## src/rtl/keypad_scan_reader.sv

```systemverilog
// rtl/keypad_scan_reader.sv - 4x4 matrix keypad row scanner with whole-matrix debounce
// Drives one row low per slot, snapshots the columns, and reports single-key presses with n-key lockout.
module keypad_scan_reader #(
    parameter int SCAN_DIV       = 12500,
    parameter int DEBOUNCE_SCANS = 4
) (
    input  logic       clk,
    input  logic       rst,
    output logic [3:0] key_row,
    input  logic [3:0] key_col,
    output logic [3:0] key_code,
    output logic       key_valid,
    output logic       key_held,
    output logic       multi_key
);

    localparam int              CNT_W     = $clog2(SCAN_DIV);
    localparam logic [CNT_W-1:0] SLOT_LAST = CNT_W'(SCAN_DIV - 1);
    localparam logic [3:0]      DEB_N     = 4'(DEBOUNCE_SCANS);

    typedef enum logic {IDLE, HELD} state_t;

    logic [3:0]       r_col_meta;
    logic [3:0]       r_col_sync;
    logic [CNT_W-1:0] r_slot_cnt;
    logic [1:0]       r_row_idx;
    logic [15:0]      r_snap;
    logic [15:0]      r_prev;
    logic [15:0]      r_deb;
    logic [3:0]       r_stable_cnt;
    logic             r_deb_upd;
    state_t           r_state;
    logic [3:0]       r_key_row;
    logic [3:0]       r_key_code;
    logic             r_key_valid;
    logic             r_key_held;
    logic             r_multi_key;

    logic             w_slot_end;
    logic [15:0]      w_snap_full;
    logic [4:0]       w_deb_cnt;
    logic [3:0]       w_deb_idx;

    assign w_slot_end = (r_slot_cnt == SLOT_LAST);

    // Snapshot including the row being sampled this slot; the bit index helper reports the lowest set bit.
    always_comb begin
        w_snap_full = r_snap;
        w_snap_full[{r_row_idx, 2'b00} +: 4] = ~r_col_sync;
        w_deb_cnt = '0;
        w_deb_idx = '0;
        for (int i = 15; i >= 0; i--) begin
            if (r_deb[i]) begin
                w_deb_cnt = w_deb_cnt + 5'd1;
                w_deb_idx = 4'(i);
            end
        end
    end

    always_ff @(posedge clk or posedge rst) begin
        if (rst) begin
            r_col_meta <= 4'hF;
            r_col_sync <= 4'hF;
        end else begin
            r_col_meta <= key_col;
            r_col_sync <= r_col_meta;
        end
    end

    always_ff @(posedge clk or posedge rst) begin
        if (rst) begin
            r_slot_cnt   <= '0;
            r_row_idx    <= '0;
            r_key_row    <= 4'b1110;
            r_snap       <= '0;
            r_prev       <= '0;
            r_deb        <= '0;
            r_stable_cnt <= '0;
            r_deb_upd    <= 1'b0;
        end else begin
            r_deb_upd <= 1'b0;
            if (w_slot_end) begin
                r_slot_cnt <= '0;
                r_row_idx  <= r_row_idx + 2'd1;
                r_key_row  <= ~(4'b0001 << (r_row_idx + 2'd1));
                if (r_row_idx == 2'd3) begin
                    r_snap <= '0;
                    r_prev <= w_snap_full;
                    if (w_snap_full == r_prev) begin
                        // Debounced state is taken once, on the scan that completes the stable run.
                        if (r_stable_cnt != DEB_N) begin
                            r_stable_cnt <= r_stable_cnt + 4'd1;
                            if (r_stable_cnt + 4'd1 == DEB_N) begin
                                r_deb     <= w_snap_full;
                                r_deb_upd <= 1'b1;
                            end
                        end
                    end else begin
                        r_stable_cnt <= '0;
                    end
                end else begin
                    r_snap <= w_snap_full;
                end
            end else begin
                r_slot_cnt <= r_slot_cnt + CNT_W'(1);
            end
        end
    end

    always_ff @(posedge clk or posedge rst) begin
        if (rst) begin
            r_state     <= IDLE;
            r_key_code  <= '0;
            r_key_valid <= 1'b0;
            r_key_held  <= 1'b0;
            r_multi_key <= 1'b0;
        end else begin
            r_key_valid <= 1'b0;
            if (r_deb_upd) begin
                case (r_state)
                    IDLE: begin
                        if (w_deb_cnt == 5'd1) begin
                            r_key_code  <= w_deb_idx;
                            r_key_valid <= 1'b1;
                            r_key_held  <= 1'b1;
                            r_state     <= HELD;
                        end else if (w_deb_cnt >= 5'd2) begin
                            r_multi_key <= 1'b1;
                            r_key_held  <= 1'b1;
                            r_state     <= HELD;
                        end
                    end
                    HELD: begin
                        // Lockout: only a full release re-arms key_valid.
                        if (w_deb_cnt == 5'd0) begin
                            r_key_held  <= 1'b0;
                            r_multi_key <= 1'b0;
                            r_state     <= IDLE;
                        end else begin
                            r_multi_key <= (w_deb_cnt >= 5'd2);
                        end
                    end
                    default: r_state <= IDLE;
                endcase
            end
        end
    end

    assign key_row   = r_key_row;
    assign key_code  = r_key_code;
    assign key_valid = r_key_valid;
    assign key_held  = r_key_held;
    assign multi_key = r_multi_key;

endmodule

```

## config.mk

```make
export PLATFORM = sky130hd
export DESIGN_NAME = keypad_scan_reader
export DESIGN_NICKNAME = d
export VERILOG_FILES = /design/src/rtl/keypad_scan_reader.sv
export SDC_FILE = /design/constraint.sdc
export NUM_CORES = 1
export LEC_CHECK = 0
export BUFFER_PORTS_ARGS = -buffer_cell sky130_fd_sc_hd__buf_2
export CORE_MARGIN = 2
export CORE_UTILIZATION = 55
export DETAILED_ROUTE_END_ITERATION = 8
export PLACE_DENSITY = 0.73
export SLEW_MARGIN = 20
export SYNTH_ARGS = -nofsm -noshare
export SYNTH_HDL_FRONTEND = slang
export SYNTH_SLANG_ARGS = --single-unit
```

## constraint.sdc

```tcl
create_clock -name clk -period 16.35 [get_ports clk]
set_input_delay 0 -clock clk [delete_from_list [all_inputs] [get_ports clk]]
set_output_delay 0 -clock clk [all_outputs]
set_load 0.01 [all_outputs]
```

==> results of run 1 <==
-- state kept, by name, indices dropped and copies added (netlist names), 2 cells and up --
name,cells
r_stable_cnt,4
key_row,4
r_row_idx,2
r_snap,16
r_col_meta,4
r_slot_cnt,14
r_col_sync,4
r_prev,16
r_deb,16
key_code,4
-- layout by cell type (no fill, tap or decap), drive strengths merged, types with 3 or more instances in the layout --
| cell | Yosys | layout |
|---|---|---|
| a21oi | 52 | 52 |
| a31oi | 12 | 12 |
| and2 | 11 | 11 |
| and3 | 3 | 3 |
| buf | 8 | 19 |
| clkbuf | 22 | 9 |
| clkinv | 0 | 4 |
| dfrtp | 78 | 78 |
| dfstp | 11 | 11 |
| dlygate4sd3 | 0 | 5 |
| ha | 26 | 26 |
| inv | 25 | 26 |
| mux2 | 5 | 5 |
| mux2i | 11 | 11 |
| nand2 | 59 | 59 |
| nand2b | 3 | 3 |
| nand3 | 18 | 18 |
| nand4 | 6 | 6 |
| nor2 | 71 | 71 |
| nor2b | 15 | 15 |
| nor3 | 8 | 8 |
| nor3b | 3 | 3 |
| nor4 | 7 | 7 |
| o211ai | 3 | 3 |
| o21ai | 15 | 15 |
| o21bai | 3 | 3 |
| o31a | 3 | 3 |
| o31ai | 24 | 24 |
| o41ai | 3 | 3 |
| or2 | 3 | 3 |
| xnor2 | 51 | 51 |
| xnor3 | 5 | 5 |
| xor2 | 22 | 22 |
-- worst register-to-register path, delay by kind of cell (launching register included) --
kind,cells,cell delay [ns]
compound gates,14,2.36
xor+xnor,3,0.70
fa+ha+maj,13,3.75
buf+inv,5,0.53
flops,1,0.40
mux,4,0.94
simple gates,14,1.81
-- per-layer routing --
layer / routed length, um / vias to the layer above / track usage [%]
met1: 5440 / 2094 / 30.4
li1: - / 2193 / -
met4: 148 / 0 / 6.02
met3: 253 / 11 / 4.48
met2: 5530 / 56 / 35.3
met5: 0 / - / 0
-- layout make-up --
type / count / area, um^2 / area share (%)
inverter: 25 / 95.1 / 1.55
clock buffer: 9 / 124 / 2.02
tap: 136 / 170 / 2.77
clock inverter: 7 / 55.1 / 0.897
sequential: 89 / 2240 / 36.5
timing repair buffer: 24 / 156 / 2.55
multi-input combinational: 479 / 3300 / 53.7
-- through the flow --
step / util (%) / power (mW) / cell area (um^2) / worst slack [ns]
2_1_floorplan: - / 0.231 / 5750 / 6.80
3_3_place_gp: 57.7 / 0.233 / 5910 / 6.37
3_5_place_dp: 57.7 / 0.233 / 5910 / 5.84
4_1_cts: 59.9 / 0.372 / 6120 / 5.81
5_1_grt: 60.0 / 0.383 / 6140 / 4.88
6_report: 60.0 / 0.368 / 6140 / 5.76
-- cells by family after synthesis --
kind of cell	share of synthesized area [%]
AOI/OAI and AO/OA	16.1
xor gates and xnor gates	14.8
buffers and inverters	3.70
DFF	39.0
and+or+nand+nor	17.5
adders and majority gates	5.83
muxes	3.02
-- power by group --
part | leakage (nW) | internal [mW] | switching [mW]
combinational | 1.52 | 0.00214 | 0.00553
sequential | 1.19 | 0.222 | 0.000410
clock | 0.0862 | 0.0564 | 0.0815
total | 2.80 | 0.280 | 0.0874
-- worst paths after layout --
path	endpoint	slack (ns)	cells past startpoint
max in group asynchronous	r_prev[5]	15.43	4
worst max register to register	key_code[0]	5.76	53
worst max-delay path	key_code[0]	5.76	53
worst min register to register	r_col_sync[3]	0.36	0
worst min-delay path	r_col_meta[0]	0.27	2
min in group asynchronous	r_deb[14]	0.38	4
==> impl_metrics.tcl, run 1 <==
set metrics [dict create \
    status "finished clean" \
    first_global_vias 4175 \
    rsz0062_at_grt "false" \
    cts_resized 0 \
    grt_use_total_pct 22.0 \
    cpLargestDelayFamily "adder cells" \
    drive_gt1_share_pct 10.6 \
    max_cap_violations 0 \
    yosys_warnings 0 \
    syn-num-nets 655 \
    grt_pass1_wl_um 20000 \
    finalHoldViolations 0 \
    min-delay-start "key_col[0]" \
    ys_async_sr_fraction_pct 100 \
    place_congestion 0.868 \
    placeableCoreArea_um2 10200 \
    routedWlPerCell_um 14.8 \
    grt_max_degree 90 \
    via_count 4354 \
    post-synth-top-count-cell "dfrtp_1" \
    netlist.top_cell.by_area "dfrtp_1" \
    port_buffers 16 \
    dp_cells 748 \
    crit_path_start "r_deb[14]" \
    synth.area.top_cells "dfrtp_1 (34%), xnor2_1 (7.0%), ha_1 (5.7%)" \
    end_kind "flop" \
    ys.flop_type "dfrtp_1" \
    leakage_nw 2.80 \
    crit_path_max_fanout 6 \
    synth-seq-area-share_pct 39.0 \
    slew_headroom_pct 35.1 \
    worst_path_max_delay_cell "dfrtp_1" \
    dr.pass1.iters 4 \
    critical_path_buf_inv_count 5 \
    wl_um 11400 \
    syn_inst 623 \
    reg2reg_from "r_deb[14]" \
    max_stage_delay_ns 0.40 \
    antenna_left 0 \
    synth_enable_flop_cells 0 \
    clk_pin_slew_ns 0.09 \
    chipHeight_um 106 \
    clock_tree.root_cell "clkbuf_8" \
    synth_area_um2 5750 \
    finClkSkew_ns 0.00899 \
    required_ns 16.61 \
    dp_hpwl_um 8280 \
    setup_viol 0 \
    yosysTopAreaCellShare_pct 33.9 \
    cts_buffer_depth 2 \
    fin_setup_tns_ns 0 \
    crit_type "reg2reg" \
    drt_iter0_drc 302 \
    gr-total-overflow 0 \
    yosys-top-cells-count "dfrtp_1 (78), nor2_1 (71), nand2_1 (59)" \
    cts_buffers 9 \
    worst_pin_slew_ns 0.973 \
    row_count 37 \
    ioPinCount 17 \
    whs_ns 0.266 \
    ctsHtreeMaxLevel 3 \
    period_share_pct 64.8 \
    syn_avg_cell_area_um2 9.23 \
    final_nets 660 \
    min_path_type "in2reg" \
    postCtsHoldBufs 4 \
    drc 0 \
    start_util_pct 56.2 \
    slew_violations 0 \
    clock-sinks 89 \
    dieWidth_um 106 \
    clk_latency_ns 0.37 \
    antenna_found_initial 0 \
    ys_ff_latch 89 \
    area_growth_pct 6.75 \
    fmax_ghz 0.0945 \
    min_period_ns 10.59 \
    synth.distinct_cells 70 \
    die_area_um2 11300 \
    ir_worst_vdd_uv 57.8 \
    vias_per_cell 5.66 \
    insertedDiodeCount 0 \
    postCtsSetupRepairBufs 0 \
    fillers 873 \
    stdcell_count 769 \
    cp.arrival_ns 10.85 \
    start_kind "flop" \
    crit_top_cell "ha_1" \
    powerDensity_nw_per_um2 59.9 \
    cts_tree "done" \
]
Note: power is estimated with default switching activity, not from simulation.
==> run 2, diff against run 1 <==
--- a/config.mk
+++ b/config.mk
@@ -5,11 +5,12 @@
 export SDC_FILE = /design/constraint.sdc
 export NUM_CORES = 1
 export LEC_CHECK = 0
+export ABC_AREA = 1
 export BUFFER_PORTS_ARGS = -buffer_cell sky130_fd_sc_hd__buf_2
 export CORE_MARGIN = 2
 export CORE_UTILIZATION = 55
 export DETAILED_ROUTE_END_ITERATION = 8
-export PLACE_DENSITY = 0.73
+export PLACE_DENSITY = 0.76
 export SLEW_MARGIN = 20
 export SYNTH_ARGS = -nofsm -noshare
 export SYNTH_HDL_FRONTEND = slang
==> constraint.sdc (replaced) <==
create_clock -name clk -period 8.6 [get_ports clk]
set_input_delay 0 -clock clk [delete_from_list [all_inputs] [get_ports clk]]
set_output_delay 0 -clock clk [all_outputs]
set_load 0.01 [all_outputs]
==> impl_metrics.tcl, run 2 <==
set metrics [dict create \
    place_congestion 0.880 \
    routedWlPerCell_um 11.7 \
    start_kind "flop" \
    period_share_pct 91.9 \
    placed_cell_area_um2 6150 \
    synth-seq-area-share_pct 37.7 \
    worst_path_max_delay_cell "dfrtp_1" \
    final_nets 864 \
    cpLargestDelayFamily "adder cells" \
    min_period_ns 7.90 \
    placeableCoreArea_um2 10400 \
    final_common_cell "nand2_1" \
    required_ns 8.86 \
    crit_top_cell "nand2_1" \
    dp_hpwl_um 8770 \
    clk_latency_ns 0.36 \
    cts_tree "done" \
    first_global_vias 4886 \
    finalHoldViolations 0 \
    drive_gt1_share_pct 14.7 \
    post-synth-top-count-cell "nand2_1" \
    ys_async_sr_fraction_pct 100 \
    met2WireLength_um 5390 \
    setup_ws_ns 0.696 \
    most-common-layout-cells "nand2_1 (206), inv_1 (148), dfrtp_1 (78), o21ai_0 (53), nand3_1 (48)" \
    ys.flop_type "dfrtp_1" \
    clock_tree.root_cell "clkbuf_8" \
    via_count 5034 \
    drt_iter0_drc 310 \
    insertedDiodeCount 0 \
    ioPinCount 17 \
    synth_enable_flop_cells 0 \
    chipHeight_um 108 \
    top_regs "r_deb x16, r_prev x16, r_snap x16" \
    wl_met1_um 5470 \
    max_cap_violations 0 \
    row_count 37 \
    yosysTopAreaCellShare_pct 32.9 \
    start_util_pct 57.0 \
    met3_length_um 378 \
    antenna_found_initial 0 \
    critical_path_buf_inv_count 5 \
    worst_pin_slew_ns 1.01 \
    grt_pass1_wl_um 20700 \
    leakage_nw 3.59 \
    vias_per_cell 5.17 \
    grt_max_degree 90 \
    crit_path_max_fanout 6 \
    dieWidth_um 108 \
    slew_violations 0 \
    ir_worst_vdd_uv 130 \
    syn_avg_cell_area_um2 7.32 \
    yosys_warnings 0 \
    synth_area_um2 5940 \
    cts_resized 0 \
    antenna_left 0 \
    wl_um 11400 \
    clock-sinks 89 \
    post-place-ws_ns 0.714 \
    max_stage_delay_ns 0.36 \
    crit_type "reg2reg" \
    rsz0062_at_grt "false" \
    cts_buffers 9 \
    syn_inst 811 \
    finClkSkew_ns 0.0117 \
    highest_layer "met4" \
    syn-num-nets 843 \
    synth.distinct_cells 47 \
    setup_viol 0 \
    drc 0 \
    slew_headroom_pct 31.9 \
    cts_buffer_depth 2 \
    ctsHtreeMaxLevel 3 \
    dr.pass1.iters 5 \
    clk_pin_slew_ns 0.09 \
    area_growth_pct 7.36 \
    grt_use_total_pct 21.7 \
    powerDensity_nw_per_um2 109 \
    end_kind "flop" \
    gr-total-overflow 0 \
    cp.arrival_ns 8.17 \
    postCtsSetupRepairBufs 0 \
    min_path_type "in2reg" \
    synth.area.top_cells "dfrtp_1 (33%), nand2_1 (13%), inv_1 (9.4%)" \
    postLayoutCellArea_um2 6370 \
    yosys-top-cells-count "nand2_1 (206), inv_1 (149), dfrtp_1 (78)" \
    ys_ff_latch 89 \
    die_area_um2 11600 \
    power_mw 0.692 \
    netlist.top_cell.by_area "dfrtp_1" \
    fin_setup_tns_ns 0 \
    port_buffers 16 \
    fmax_ghz 0.127 \
    status "finished clean" \
]
-- run 2: worst paths after layout --
path / startpoint / end / slack (ns) / depth (start not counted)
hold reg to reg: r_col_meta[2] / r_col_sync[2] / 0.36 / 0
max in group asynchronous: rst / r_prev[7] / 7.63 / 4
setup reg to reg: r_deb[14] / key_code[3] / 0.70 / 50
min in group asynchronous: rst / r_snap[1] / 0.40 / 4
hold / removal: key_col[3] / r_col_meta[3] / 0.27 / 2
setup / recovery: r_deb[14] / key_code[3] / 0.70 / 50
-- run 2: through the flow --
| stage | hold slack (ns) | instances | utilization (%) |
|---|---|---|---|
| after floorplan | 0.00448 | 811 | - |
| after global placement | 0.108 | 952 | 59.0 |
| after detailed placement | 0.111 | 952 | 59.0 |
| after CTS | 0.0213 | 972 | 61.1 |
| after global routing | 0.273 | 973 | 61.2 |
| final | 0.275 | 973 | 61.2 |
-- run 2: worst reg2reg max path, delay by kind of cell, from the launching register on --
family / cells / cell delay (ns)
buffers and inverters: 5 / 0.35
adder cells (fa/ha/maj): 14 / 3.88
flip-flops: 1 / 0.36
AND/OR/NAND/NOR: 29 / 2.88
AO/OA/AOI/OAI: 2 / 0.37
-- run 2: metal layers --
metal  up-vias  track usage [%]
li1       2611                -
met1      2331             28.7
met2        78             37.0
met3        14             2.60
met4         0             7.14
met5         -                0
-- run 2: what timing repair did --
action,4_1_cts,5_1_grt
endpoints found under the hold margin,4,78
endpoints found under the setup margin,0,0
hold buffers,4,1
-- run 2: report_power, final --
part	switching (mW)	internal (mW)	leakage (nW)
registers	0.000863	0.422	1.19
clock network	0.142	0.112	0.0930
logic	0.0107	0.00409	2.30
total	0.154	0.538	3.59
-- run 2: cell families (layout without fill, tap and decap cells) --
logic type | count (synthesis) | after routing | synth area share (%)
AND/OR/NAND/NOR | 405 | 405 | 33.3
buffers and inverters | 167 | 193 | 10.7
AO/OA/AOI/OAI | 105 | 105 | 10.0
flip-flops | 89 | 89 | 37.7
adder cells (fa/ha/maj) | 26 | 26 | 5.48
XOR/XNOR | 19 | 19 | 2.80
-- run 2: final cells by class --
type / count / area [um^2]
flip-flops and latches: 89 / 2240
clock inverters: 5 / 32.5
fillers: 923 / 4040
well taps: 136 / 170
clock buffers: 11 / 141
inverters: 154 / 579
repair buffers: 23 / 149
multi-input cells: 555 / 3060
